<file path="config.mk">
export PLATFORM = sky130hd
export DESIGN_NAME = led_pattern_gen
export DESIGN_NICKNAME = d
export VERILOG_FILES = /design/src/rtl/led_pkg.sv /design/src/rtl/led_tick_prescaler.sv /design/src/rtl/led_pattern_gen.sv
export SDC_FILE = /design/constraint.sdc
export NUM_CORES = 1
export LEC_CHECK = 0
export BUFFER_PORTS_ARGS = -buffer_cell sky130_fd_sc_hd__buf_2
export CORE_MARGIN = 8
export CORE_UTILIZATION = 54
export CTS_CLUSTER_SIZE = 40
export DETAILED_ROUTE_END_ITERATION = 6
export GPL_ROUTABILITY_DRIVEN = 0
export GPL_TIMING_DRIVEN = 0
export PLACE_DENSITY = 0.76
export RECOVER_POWER = 25
export SYNTH_ARGS = -nofsm -noshare
export SYNTH_HDL_FRONTEND = slang
export SYNTH_SLANG_ARGS = --single-unit
export TNS_END_PERCENT = 30
</file>
<file path="constraint.sdc">
create_clock -name clock -period 1.8 [get_ports clock]
set_clock_uncertainty 0.15 [all_clocks]
set_input_delay 0.36 -clock clock [delete_from_list [all_inputs] [get_ports clock]]
set_output_delay 0.36 -clock clock [all_outputs]
set_load 0.02 [all_outputs]
</file>
<file path="src/rtl/led_pkg.sv">
// led_pkg: mode and direction encodings plus the seed helper shared by the LED pattern engine.
package led_pkg;
    localparam logic [1:0] MODE_ROTATE = 2'd0;
    localparam logic [1:0] MODE_BOUNCE = 2'd1;
    localparam logic [1:0] MODE_FILL   = 2'd2;
    localparam logic [1:0] MODE_HOLD   = 2'd3;
    localparam logic DIR_LEFT  = 1'b0;
    localparam logic DIR_RIGHT = 1'b1;

    // Only a rightward fill starts from the MSB end; everything else seeds at the LSB.
    function automatic logic seed_is_msb(input logic [1:0] mode, input logic dir);
        return mode == MODE_FILL && dir == DIR_RIGHT;
    endfunction
endpackage

</file>
<file path="src/rtl/led_tick_prescaler.sv">
// led_tick_prescaler: free-running 0..PRESCALE-1 counter; o_tick marks the last count of each slot.
module led_tick_prescaler #(
    parameter int PRESCALE = 1
) (
    input  logic clock,
    input  logic i_reset,
    input  logic i_clear,
    output logic o_tick
);
    localparam int CW = PRESCALE > 1 ? $clog2(PRESCALE) : 1;

    logic [CW-1:0] cnt_q, cnt_d;

    assign o_tick = cnt_q == CW'(PRESCALE - 1);
    assign cnt_d  = (i_clear | o_tick) ? '0 : cnt_q + CW'(1);

    always_ff @(posedge clock)
        cnt_q <= !i_reset ? '0 : cnt_d;
endmodule

</file>
<file path="src/rtl/led_pattern_gen.sv">
// led_pattern_gen: LED pattern engine with rotate/bounce/fill/hold modes and a step prescaler.
// Define LED_PWM_EN to add the i_duty brightness port and the PWM_BITS free-running duty counter.
module led_pattern_gen
    import led_pkg::*;
#(
    parameter int LED_WIDTH = 4,
    parameter int PRESCALE  = 1
`ifdef LED_PWM_EN
    , parameter int PWM_BITS = 4
`endif
) (
    input  logic                 clock,
    input  logic                 i_reset,
    input  logic                 i_valid,
    input  logic [1:0]           i_mode,
    input  logic                 i_dir,
`ifdef LED_PWM_EN
    input  logic [PWM_BITS-1:0]  i_duty,
`endif
    output logic [LED_WIDTH-1:0] o_led,
    output logic                 o_step,
    output logic                 o_wrap
);
    localparam logic [LED_WIDTH-1:0] LSB = LED_WIDTH'(1);
    localparam logic [LED_WIDTH-1:0] MSB = LSB << (LED_WIDTH - 1);

    logic [LED_WIDTH-1:0] pat_q, pat_d, seed, fill_l, fill_r, bnc;
    logic [1:0]           mode_q;
    logic                 bdir_q, bdir_d, step_q, wrap_q, wrap_d;
    logic                 tick, chg, step, bturn;

    led_tick_prescaler #(.PRESCALE(PRESCALE)) u_tick (
        .clock  (clock),
        .i_reset(i_reset),
        .i_clear(chg),
        .o_tick (tick)
    );

    assign chg   = i_mode != mode_q;
    assign step  = i_valid & tick & ~chg;
    assign seed  = seed_is_msb(i_mode, i_dir) ? MSB : LSB;
    assign bturn = bdir_q ? pat_q[0] : pat_q[LED_WIDTH-1];
    assign bnc   = (bdir_q ^ bturn) ? pat_q >> 1 : pat_q << 1;
    // A partial fill that no longer hugs the growing end restarts from that end's seed.
    assign fill_l = (!(&pat_q) && (pat_q & (pat_q + LSB)) == '0) ? {pat_q[LED_WIDTH-2:0], 1'b1} : LSB;
    assign fill_r = (!(&pat_q) && (~pat_q & (~pat_q + LSB)) == '0) ? {1'b1, pat_q[LED_WIDTH-1:1]} : MSB;

    always_ff @(posedge clock) begin
        if (!i_reset) begin
            pat_q  <= LSB;
            mode_q <= i_mode;
            bdir_q <= DIR_LEFT;
            step_q <= 1'b0;
            wrap_q <= 1'b0;
        end else begin
            pat_q  <= pat_d;
            mode_q <= i_mode;
            bdir_q <= bdir_d;
            step_q <= step;
            wrap_q <= wrap_d;
        end
    end

    always_comb begin
        pat_d  = pat_q;
        bdir_d = bdir_q;
        wrap_d = 1'b0;
        if (chg) begin
            pat_d  = seed;
            bdir_d = DIR_LEFT;
        end else if (step) begin
            case (mode_q)
                MODE_ROTATE: begin
                    pat_d  = i_dir ? {pat_q[0], pat_q[LED_WIDTH-1:1]} : {pat_q[LED_WIDTH-2:0], pat_q[LED_WIDTH-1]};
                    wrap_d = i_dir ? pat_q[0] : pat_q[LED_WIDTH-1];
                end
                MODE_BOUNCE: begin
                    pat_d  = bnc;
                    bdir_d = bdir_q ^ bturn;
                    wrap_d = bnc == LSB;
                end
                MODE_FILL: begin
                    pat_d  = i_dir ? fill_r : fill_l;
                    wrap_d = &pat_q;
                end
                default: ;
            endcase
        end
    end

`ifdef LED_PWM_EN
    logic [PWM_BITS-1:0] pwm_q;

    always_ff @(posedge clock)
        pwm_q <= !i_reset ? '0 : pwm_q + 1'b1;

    always_comb o_led = pat_q & {LED_WIDTH{pwm_q < i_duty}};
`else
    always_comb o_led = pat_q;
`endif

    assign o_step = step_q;
    assign o_wrap = wrap_q;
endmodule

</file>
==> results.txt, run 1 <==
The count of max-cap constraint violations is 0. In the final layout, the multi-input gates occupy 548.0 um^2. After synthesis, the share of flip-flops with an asynchronous set or reset is 0%. The worst hold slack came out at 0.09019 ns. The number of nets in the synthesized netlist is 101. The final critical delay including setup and external delays is 1.723 ns. In this run the critical register-to-register path is launched from mode_q[0]. The most used flip-flop cell after synthesis is sky130_fd_sc_hd__dfxtp_1. The net count of the finished layout is 117. The number of buffers added by the clock tree synthesis step came out at 3.

The worst setup path category is reg2reg. The largest net degree at the start of global routing came out at 11. The flow ran to the end, and the final reports show no timing, DRC or antenna violations.

Clock-pin slew was measured on the worst setup and hold paths at 0.08 ns. The depth of the CTS H-tree is 1. The top-area cell type share of the netlist area came out at 25.00%.

The post-CTS setup buffer count is 0. The CTS tree is yes. Setup repair after global routing left no endpoint under its margin. The wire length of the first global-routing pass came out at 2960 um.

The cell leakage power came out at 0.3802 nW. The startpoint of the worst hold path is i_mode[1]. The effective utilization at floorplan is 55.08%. The total routing resource utilization after global routing came out at 13.23%. The number of optimization iterations in the first detailed-route pass came out at 4. The count of instances resized after the clock tree is built came out at 2. The fraction of the cycle the final worst path needs is 95.75%. The final number of setup-violating endpoints came out at 0. The remaining global-route overflow is 0. The critical path starts at mode_q[0]. In the final routed layout, each cell accounts on average for 14.89 um. The cell with the most instances after synthesis is sky130_fd_sc_hd__dfxtp_1.

The core box area came out at 1454 um^2. The total vias in the final route is 732. The number of distinct library cell variants in the gate-level netlist after synthesis is 42. The initial antenna violation count came out at 0.

The fraction of final layout cells sized beyond drive strength 1 is 29.25%. The required time of the worst setup path is 1.84 ns. 12 I/O pins were placed.

The vias per cell is 6.000. After detailed routing, the total wire length is 1816 um. In the synthesized netlist, the number of instances is 91. The endpoint type of the worst setup path is a flop. Port buffering added 11 buffers. The sequential cells in the finished layout cover a total of 200.2 um^2. The final core utilization came out at 63.77%. The portion of the post-synthesis area used by sequential elements is 25.00%. In this run the cell area of the synthesized design comes to 800.8 um^2. The DRC violation count after routing came out at 0.

The number of cells on the worst hold path came out at 1. The hold buffer count at cts came out at 0. At the later pin of the worst-skew pair, clock insertion delay measures 0.27 ns. After legalization and detailed placement, the total HPWL measured 1371 um. The yosys synthesis warning count came out at 0. The number of max-slew violations in the final report came to 0.

Each instance of the synthesized netlist takes up on average 8.800 um^2. The number of nets with antenna violations after detailed routing came out at 0. Compared with the post-synthesis result, the final layout area differs by 15.78%. In this run the worst hold path is classified as in2reg.

The floorplan step defined a die boundary enclosing 2971 um^2. The largest fanout on the critical path came out at 5. The worst reg-to-reg path cell count is 6. The total number of placement rows is 14. CTS placed an instance of sky130_fd_sc_hd__clkbuf_4 at the clock tree root. The worst setup path is launched from a flop. Yosys attributes the largest share of cell area to sky130_fd_sc_hd__dfxtp_1 (25%), sky130_fd_sc_hd__ha_1 (6.3%), sky130_fd_sc_hd__buf_6 (5.6%), sky130_fd_sc_hd__a211oi_1 (4.7%), sky130_fd_sc_hd__nand2_1 (3.3%). The worst-case vdd ir drop came out at 359.0 uV. The number of fillers in the final layout came out at 141.

In the synthesized netlist, the cells that appear most often are sky130_fd_sc_hd__dfxtp_1 (10), sky130_fd_sc_hd__nand2_1 (7), sky130_fd_sc_hd__nor2_1 (6). For this block, the initial DRC count from the detailed router was 31. The die is 54.51 um tall. The via count of the first global-routing pass is 688. The sink count of the clock tree is 10. The final antenna diode count is 0.

The endpoint arrival time on the critical path came out at 1.76 ns. The largest total area in the synthesized netlist belongs to sky130_fd_sc_hd__dfxtp_1. The number of hold-slack violations in the final timing report came out at 0.

The die is 54.51 um wide. The flip-flop and latch count after synthesis came out at 10. The power density normalized to cell area came out at 632.6 nW/um^2.

In this run, synthesis inferred 0 flip-flops with an integrated enable. The maximum clock path buffer count came out at 2. The maximum achievable frequency came out at 580.2 MHz.
==> state kept, by name, summed over array words and instances, names as in the netlist <==
name	cells
mode_q	2
o_led	4
bdir_q	1
o_step	1
u_tick.cnt_q	1
o_wrap	1
==> cells in the final DEF (no fill, tap or decap), drive strengths merged, types with 2 or more instances in the layout <==
| cell type | n |
|---|---|
| inv | 5 |
| a211oi | 5 |
| nand3 | 2 |
| ha | 4 |
| nand2 | 8 |
| o31ai | 2 |
| buf | 13 |
| nor3 | 2 |
| o21ai | 4 |
| o31a | 2 |
| nor2 | 6 |
| clkbuf | 7 |
| mux2i | 2 |
| or2 | 2 |
| dfxtp | 10 |
| o41ai | 2 |
| and2b | 2 |
| nand4b | 2 |
| xor2 | 2 |
| nand2b | 4 |
| a21oi | 3 |
==> path summary, 6_finish.rpt <==
check / endpoint / slack (ns)
min reg2reg: bdir_q / 0.45
min: mode_q[1] / 0.09
max reg2reg: o_led[0] / 0.08
max: o_led[0] / 0.08
==> kinds of logic (layout without fill, tap and decap cells) <==
logic type / count (synthesis) / in the layout / share of synthesized area, %
fa+ha+maj: 4 / 4 / 6.250
xor+xnor: 2 / 2 / 2.188
mux: 3 / 3 / 3.906
flops: 10 / 10 / 25.00
other cells: 1 / 1 / 0.4683
simple gates: 35 / 35 / 26.88
compound gates: 26 / 26 / 26.41
buf+inv: 10 / 25 / 8.906
==> cell type report <==
class / count / area share [%]
Multi-Input combinational cell: 71 / 59.11
Sequential cell: 10 / 21.59
Buffer: 5 / 5.668
Timing Repair Buffer: 11 / 5.533
Clock buffer: 4 / 3.914
Tap cell: 16 / 2.159
Inverter: 5 / 2.024
==> routing by layer <==
metal | part of all wire (%) | GRT usage, % | wire length, um
met5 | 0 | 0 | 0
met4 | 1.0 | 5.328 | 19
met3 | 6.3 | 3.533 | 114
met2 | 46 | 21.56 | 830
met1 | 47 | 16.07 | 852
==> metrics by stage <==
step | cell area [um^2] | setup TNS, ns | std cells | worst slack (ns) | total power [mW]
after floorplan | 800.8 | 0 | 91 | 0.1497 | 0.3430
after global placement | 875.8 | 0 | 118 | 0.008149 | 0.3749
after detailed placement | 875.8 | -0.04586 | 118 | -0.03915 | 0.3769
after CTS | 919.6 | -0.009957 | 122 | -0.009957 | 0.5802
after global routing | 927.1 | 0 | 122 | 0.0006317 | 0.6146
final | 927.1 | 0 | 122 | 0.07652 | 0.5865
==> worst max-delay path, cell delays in order, from the launching register on <==
cell                       delay (ns)
sky130_fd_sc_hd__dfxtp_1         0.41
sky130_fd_sc_hd__inv_1           0.09
sky130_fd_sc_hd__ha_1            0.35
sky130_fd_sc_hd__inv_1           0.11
sky130_fd_sc_hd__a211oi_1        0.20
sky130_fd_sc_hd__o21ai_0         0.12
sky130_fd_sc_hd__a32oi_1         0.21
==> power by group <==
part           total (mW)  internal, mW  leakage [nW]  switching, mW
registers           0.240         0.229        0.0821         0.0103
logic               0.139        0.0595         0.277         0.0796
clock network       0.208         0.123        0.0210         0.0848
total               0.587         0.412         0.380          0.175
(Power assumes the default switching activity.)
==> run 2, diff against run 1 <==
CORE_UTILIZATION = 55   (was 54)
GPL_TIMING_DRIVEN = unset   (was 0)
PLACE_DENSITY = 0.77   (was 0.76)
clock period = 2.14 ns   (was 1.8 ns; I/O delays follow)
==> run 2 against run 1 <==
Net effect:
- total power is 18% lower
- maximum frequency decreased by 8.6%
- via count increased by 1.4%
- clock-buffer cell count is the same
- combinational power decreased by 27%
- highest routed layer unchanged
- wire length shrank 0.55%
- sequential cell count unchanged
==> results.txt, run 2 (synthesis gave the netlist of run 1 again) <==
Sequential cells account for 42.6% of the total power. The total routing resource utilization after global routing is 13.48%. The count of max-cap constraint violations came out at 0. The final number of setup-violating endpoints came out at 0. The top cell types in the final layout, fill and taps aside, are sky130_fd_sc_hd__dfxtp_1 (10), sky130_fd_sc_hd__buf_2 (8), sky130_fd_sc_hd__nand2_1 (7), sky130_fd_sc_hd__nor2_1 (6). The area of the die came out at 2933 um^2. The number of fillers in the final layout came out at 124. The multi-input combinational cells in the finished layout cover a total of 529.3 um^2.

After clock tree synthesis, the flow added hold-fix buffers numbering 0. The total half-perimeter wirelength after legalization and detailed placement came out at 1310 um. The number of I/O pins came out at 12. Internal power comes to 0.3387 mW. The area used by sequential logic in the layout came out at 200.2 um^2.

The total number of placement rows is 13. After clock tree synthesis, the setup repair step added 0 buffers. The core box area came out at 1334 um^2. The fraction of the cycle the final worst path needs came out at 88.12%. Setup slack on the worst reg-to-reg path comes out at 0.25 ns. The number of hold-slack violations in the final timing report came out at 0. The remaining global-route overflow is 0.

The first global-routing pass estimated 3022 um of wire. The clock network accounts for 36.2% of the total power. In the final layout, the share of cells above drive strength 1 is 23.30%.

The number of max-slew violations in the final report is 0. The post-layout instance area came out at 869.6 um^2. The worst-case vdd ir drop is 409.1 uV. From left edge to right edge, the die measures 54.16 um. The sum of negative setup slack is 0 ns.

The detailed-route wire length per cell came out at 15.31 um. The final route contains 742 vias. The count of instances resized after the clock tree is built is 0. The DRC violation count after routing is 0. The repair_antennas step left the layout with diodes totalling 0. The share of total power in combinational logic came out at 21.2%. The worst setup path category is reg2reg.

The power density normalized to cell area is 555.3 nW/um^2. The delay of the slowest cell on the worst path is 0.40 ns. The number of nets with antenna violations after detailed routing is 0. On the critical path, the stage with the largest delay is an instance of sky130_fd_sc_hd__dfxtp_1.

Along the worst path, the maximum fanout reaches 7. The worst reg-to-reg path cell count is 6. The tree is rooted in a sky130_fd_sc_hd__clkbuf_4. Traced cell by cell, the critical path runs through inv_1 -> ha_1 -> nor3_1 -> or2_1 -> nand2_1 -> a32oi_1. The final core utilization came out at 65.20%. The flow ran to the end, and the final reports show no timing, DRC or antenna violations.

The clock insertion delay at the later pin of the skew report is 0.27 ns. Counting instances, the worst hold path has a depth of 1. The most common library cell in the layout ignoring fill and taps is sky130_fd_sc_hd__dfxtp_1.

The number of I/O port buffers came out at 11. For the worst setup path, the data arrival time is 1.92 ns. The kind of start point of the critical path is a flop. Setup repair after global routing left no endpoint under its margin. Using the TritonRoute via totals, the vias-per-cell ratio works out to 6.288. The standard cell area after detailed placement came out at 837.1 um^2.

The worst slew margin relative to its limit came out at 63.66%. The effective utilization at floorplan came out at 60.04%. The count of routing violations after the opening detailed-route iteration came out at 30.

The worst hold path terminates at mode_q[0]. The reg-to-reg startpoint is mode_q[1]. In this run the worst hold path is classified as in2reg. The final critical delay including setup and external delays is 1.886 ns. Clock-pin slew was measured on the worst setup and hold paths at 0.07 ns.

The number of optimization iterations in the first detailed-route pass is 4. The depth of the CTS H-tree is 1. The via count of the first global-routing pass came out at 725.

The transition time at the pin with the least slew margin came out at 0.5444 ns. TritonCTS built the clock tree. Entering global routing, the biggest net connects 16 pins.

STA classifies the critical path endpoint as a flop. The net switching power came out at 0.1442 mW. The number of nets in the layout came out at 114.

The register with the most flip-flops in the layout has 4 of them. The initial antenna violation count came out at 0. The sink count of the clock tree came out at 10.

The vertical die dimension is 54.16 um. The maximum achievable frequency came out at 530.3 MHz. The post-synthesis to final-layout area growth came out at 8.594%.

In this run the most critical hold path is launched from i_mode[0]. TritonCTS created 3 clock buffers. The maximum clock path buffer count came out at 2. The required time of the worst setup path came out at 2.18 ns. Net switching is 29.87% of the power. The cell leakage power came out at 0.3600 nW. The critical register-to-register path endpoint is o_led[0]. Wires add up to 1806 um.
## run 2: cell type report
cell class	instances	share of cell area (%)
flip-flops and latches	10	23.02
clock buffers	4	4.173
repair buffers	13	7.626
inverters	5	2.158
multi-input cells	71	60.86
well taps	15	2.158
## run 2: worst max-delay path by stage
| stage | startpoint | endpoint | slack [ns] |
|---|---|---|---|
| after floorplan | o_led[3] | o_led[1] | 0.49 |
| after detailed placement | mode_q[0] | o_led[0] | 0.32 |
| final | mode_q[1] | o_led[0] | 0.25 |
| after global placement | mode_q[0] | o_led[0] | 0.31 |
| after CTS | mode_q[0] | o_led[0] | 0.30 |
| after global routing | mode_q[0] | o_led[0] | 0.1 |
## run 2: through the flow
step	cells	setup WS (ns)	total power [mW]	hold WS [ns]
finish	118	0.2543	0.4829	0.1677
global placement	114	0.3056	0.3092	0.4237
floorplan	91	0.4897	0.2885	0.3057
detailed placement	114	0.3194	0.3106	0.4237
CTS	118	0.3023	0.4858	0.1400
global route	118	0.09679	0.5149	0.1567
## run 2: routing by layer
layer	vias up	GRT usage, %	wire [um]
met5	-	0	0
li1	360	-	-
met3	4	4.959	136
met1	348	16.38	800
met2	30	21.76	859
met4	0	3.689	9
## run 2: power by group through the flow
stage | combinational (mW) | clock [mW] | sequential, mW
CTS | 0.101 | 0.179 | 0.205
finish | 0.102 | 0.175 | 0.206
global route | 0.113 | 0.195 | 0.207
detailed placement | 0.101 | 0 | 0.210
global placement | 0.0994 | 0 | 0.210
floorplan | 0.0796 | 0 | 0.209
## run 2: worst max-delay path: cells and delay by family (launching register included)
family	cells	cell delay (ns)
compound gates	1	0.24
simple gates	3	0.64
flops	1	0.40
fa+ha+maj	1	0.28
buf+inv	1	0.08
==> run 3, diff against run 2 <==
--- a/config.mk
+++ b/config.mk
@@ -12,5 +12,5 @@
 export DETAILED_ROUTE_END_ITERATION = 6
 export GPL_ROUTABILITY_DRIVEN = 0
-export PLACE_DENSITY = 0.77
+export PLACE_DENSITY_LB_ADDON = 0.1
 export RECOVER_POWER = 25
 export SYNTH_ARGS = -nofsm -noshare
--- a/constraint.sdc
+++ b/constraint.sdc
@@ -3,3 +3,3 @@
 set_input_delay 0.428 -clock clock [delete_from_list [all_inputs] [get_ports clock]]
 set_output_delay 0.428 -clock clock [all_outputs]
-set_load 0.02 [all_outputs]
+set_load 0.1 [all_outputs]
==> run 3 against run 2 <==
Net effect:
- worst setup slack worse by 0.18 ns
- cell area up 0.29%
- sequential cell count unchanged
- die area unchanged
- global-route usage up 0.51 points
- via count up 0.54%
- non-clock buffer count unchanged
- total power up 3.9%
- clock-buffer cell count unchanged
- worst hold slack about the same
- first-iteration DRC count up 3.3%
- critical endpoint is now o_led[0]
- highest routed layer unchanged
==> results.txt, run 3 (synthesis gave the netlist of run 1 again) <==
In this design, the stage delay of the slowest critical-path cell is 0.68 ns. The largest net degree at the start of global routing came out at 16. The kind of start point of the critical path is a flop. Buffers placed on the I/O ports in this run total 11. The total half-perimeter wirelength after legalization and detailed placement is 1431 um. The critical path goes through buf_2.

The met2 routing resource usage after global routing came out at 21.56%. The CTS tree is yes. The hold buffer count at cts is 0. The post-synthesis to final-layout area growth is 8.906%.

The worst setup path startpoint is o_led[0]. The worst path buffer plus inverter count came out at 1. For the worst setup path, the data arrival time is 1.48 ns. The flow ran to the end, and the final reports show no timing, DRC or antenna violations.

Counting along the longest clock path gives a buffer depth of 2. The vertical die dimension came out at 54.16 um. The post-CTS setup buffer count is 0. The core box area is 1334 um^2. The number of optimization iterations in the first detailed-route pass came out at 4. The largest fanout on the critical path came out at 15. The number of hold-slack violations in the final timing report is 0. The met3 track demand over resource in global routing came out at 5.234%.

The most utilized layer in the global route result is met2. The worst slack at placement came out at 0.3010 ns. The min-delay analysis places its worst path in the category in2reg. The sum of negative setup slack came out at 0 ns. Once detail routing completed, the nets flagged for antenna violations numbered 0.

The cell leakage power is 0.3648 nW. In the layout the commonest cells are sky130_fd_sc_hd__dfxtp_1 (9), sky130_fd_sc_hd__buf_2 (9), sky130_fd_sc_hd__nand2_1 (7), sky130_fd_sc_hd__nor2_1 (6). Setup repair after global routing left no endpoint under its margin. The vias per cell came out at 6.322. The die width is 54.16 um. The required time of the worst setup path came out at 1.56 ns. The number of buffers added by the clock tree synthesis step is 3. The total vias in the final route came out at 746. The clock insertion delay at the later pin of the skew report is 0.27 ns. The register clock-pin slew on the reported worst setup and hold paths is 0.06 ns. For this run, the post-layout net count is 114. The gate family responsible for the most delay along the worst path is flip-flops. The count of max-cap constraint violations is 0. The number of max-slew violations in the final report is 0. The depth of the CTS H-tree came out at 1. The initial antenna violation count was 0. The startpoint identified for the worst hold timing path is i_mode[0].

The slowest stage of the critical path belongs to the cell sky130_fd_sc_hd__dfxtp_1. The maximum achievable frequency is 484.9 MHz. The number of antenna diodes in the final layout is 0.

The worst-case vdd ir drop is 341.4 uV. After layout, the worst path uses 96.38% of the clock period. The via count of the first global-routing pass came out at 701. The worst setup slack after layout is 0.07752 ns. Gates resized during post-CTS repair numbered 0. After floorplanning, the core was divided into 13 placement rows.

The number of I/O pins is 12. The setup path with the least slack is of type reg2out. The register with the most flip-flops in the layout has 4 of them. The wire length of the first global-routing pass came out at 3077 um. The transition time at the pin with the least slew margin is 0.5655 ns. Across every metal layer, demand over resource in global routing totals 14.00%. For this block, the initial DRC count from the detailed router was 31. STA classifies the critical path endpoint as a primary output. The detailed-route wire length per cell is 15.68 um. The power density normalized to cell area came out at 575.4 nW/um^2. The DRC violation count after routing came out at 0. The final critical delay including setup and external delays came out at 2.062 ns. The final number of setup-violating endpoints is 0. The remaining global-route overflow is 0. Once the floorplan was initialized, standard cells occupied 60.04% of the core. The area of the die is 2933 um^2. The fraction of met1 tracks used by global routing is 16.30%. Counting every sink on the clock net gives 10.

The fraction of final layout cells sized beyond drive strength 1 came out at 25.24%. For this block, the routed nets add up to 1850 um of wire. The worst slew margin relative to its limit came out at 62.25%. The total power of the final layout is 0.5018 mW. In this run the critical register-to-register path is launched from mode_q[1]. The cell sitting at the root of the clock tree is a sky130_fd_sc_hd__clkbuf_4.
run 3: changes by cell type in the layout (fill, tap and decap cells not counted), sizes merged:
cell and change:
clkbuf -1, buf +1
run 3: metrics by stage:
| stage | hold slack (ns) | cells | utilization, % | instance area, um^2 |
|---|---|---|---|---|
| final | 0.1681 | 118 | 65.38 | 872.1 |
| after detailed placement | 0.4197 | 114 | 62.85 | 838.3 |
| after global placement | 0.4251 | 114 | 62.85 | 838.3 |
| after global routing | 0.1724 | 118 | 65.38 | 872.1 |
| after floorplan | 0.3057 | 91 | - | 802.0 |
| after CTS | 0.1413 | 118 | 65.57 | 874.6 |
run 3: metal layers:
layer / vias to the layer above / part of all wire (%) / routed length (um)
met5: - / 0 / 0
met4: 0 / 3.2 / 60
met3: 8 / 8.8 / 163
met2: 35 / 45 / 838
met1: 340 / 43 / 788
li1: 363 / - / -
run 3: final timing paths:
| check | endpoint | slack [ns] | cells past startpoint |
|---|---|---|---|
| max | o_led[0] | 0.08 | 1 |
| min | mode_q[0] | 0.17 | 1 |
| min reg2reg | bdir_q | 0.45 | 2 |
| max reg2reg | o_led[0] | 0.26 | 6 |
run 3: power breakdown:
group	switching, mW	internal [mW]
clock network	0.0655	0.103
logic	0.0844	0.0426
registers	0.0123	0.194
total	0.162	0.340
run 3: area by class of cell:
cell class                 count  area [um^2]
tap                           15        18.77
sequential                    10        201.4
fill                         113        461.7
timing repair buffer          13        67.56
inverter                       5        18.77
clock buffer                   4        36.28
multi-input combinational     71        529.3
run 3: worst reg2reg max path, cell delays in order, from the launching register on:
cell and delay [ns]:
sky130_fd_sc_hd__dfxtp_1 0.40, sky130_fd_sc_hd__inv_1 0.09, sky130_fd_sc_hd__ha_1 0.28, sky130_fd_sc_hd__nor3_1 0.34, sky130_fd_sc_hd__or2_1 0.26, sky130_fd_sc_hd__nand2_1 0.08, sky130_fd_sc_hd__a32oi_1 0.21
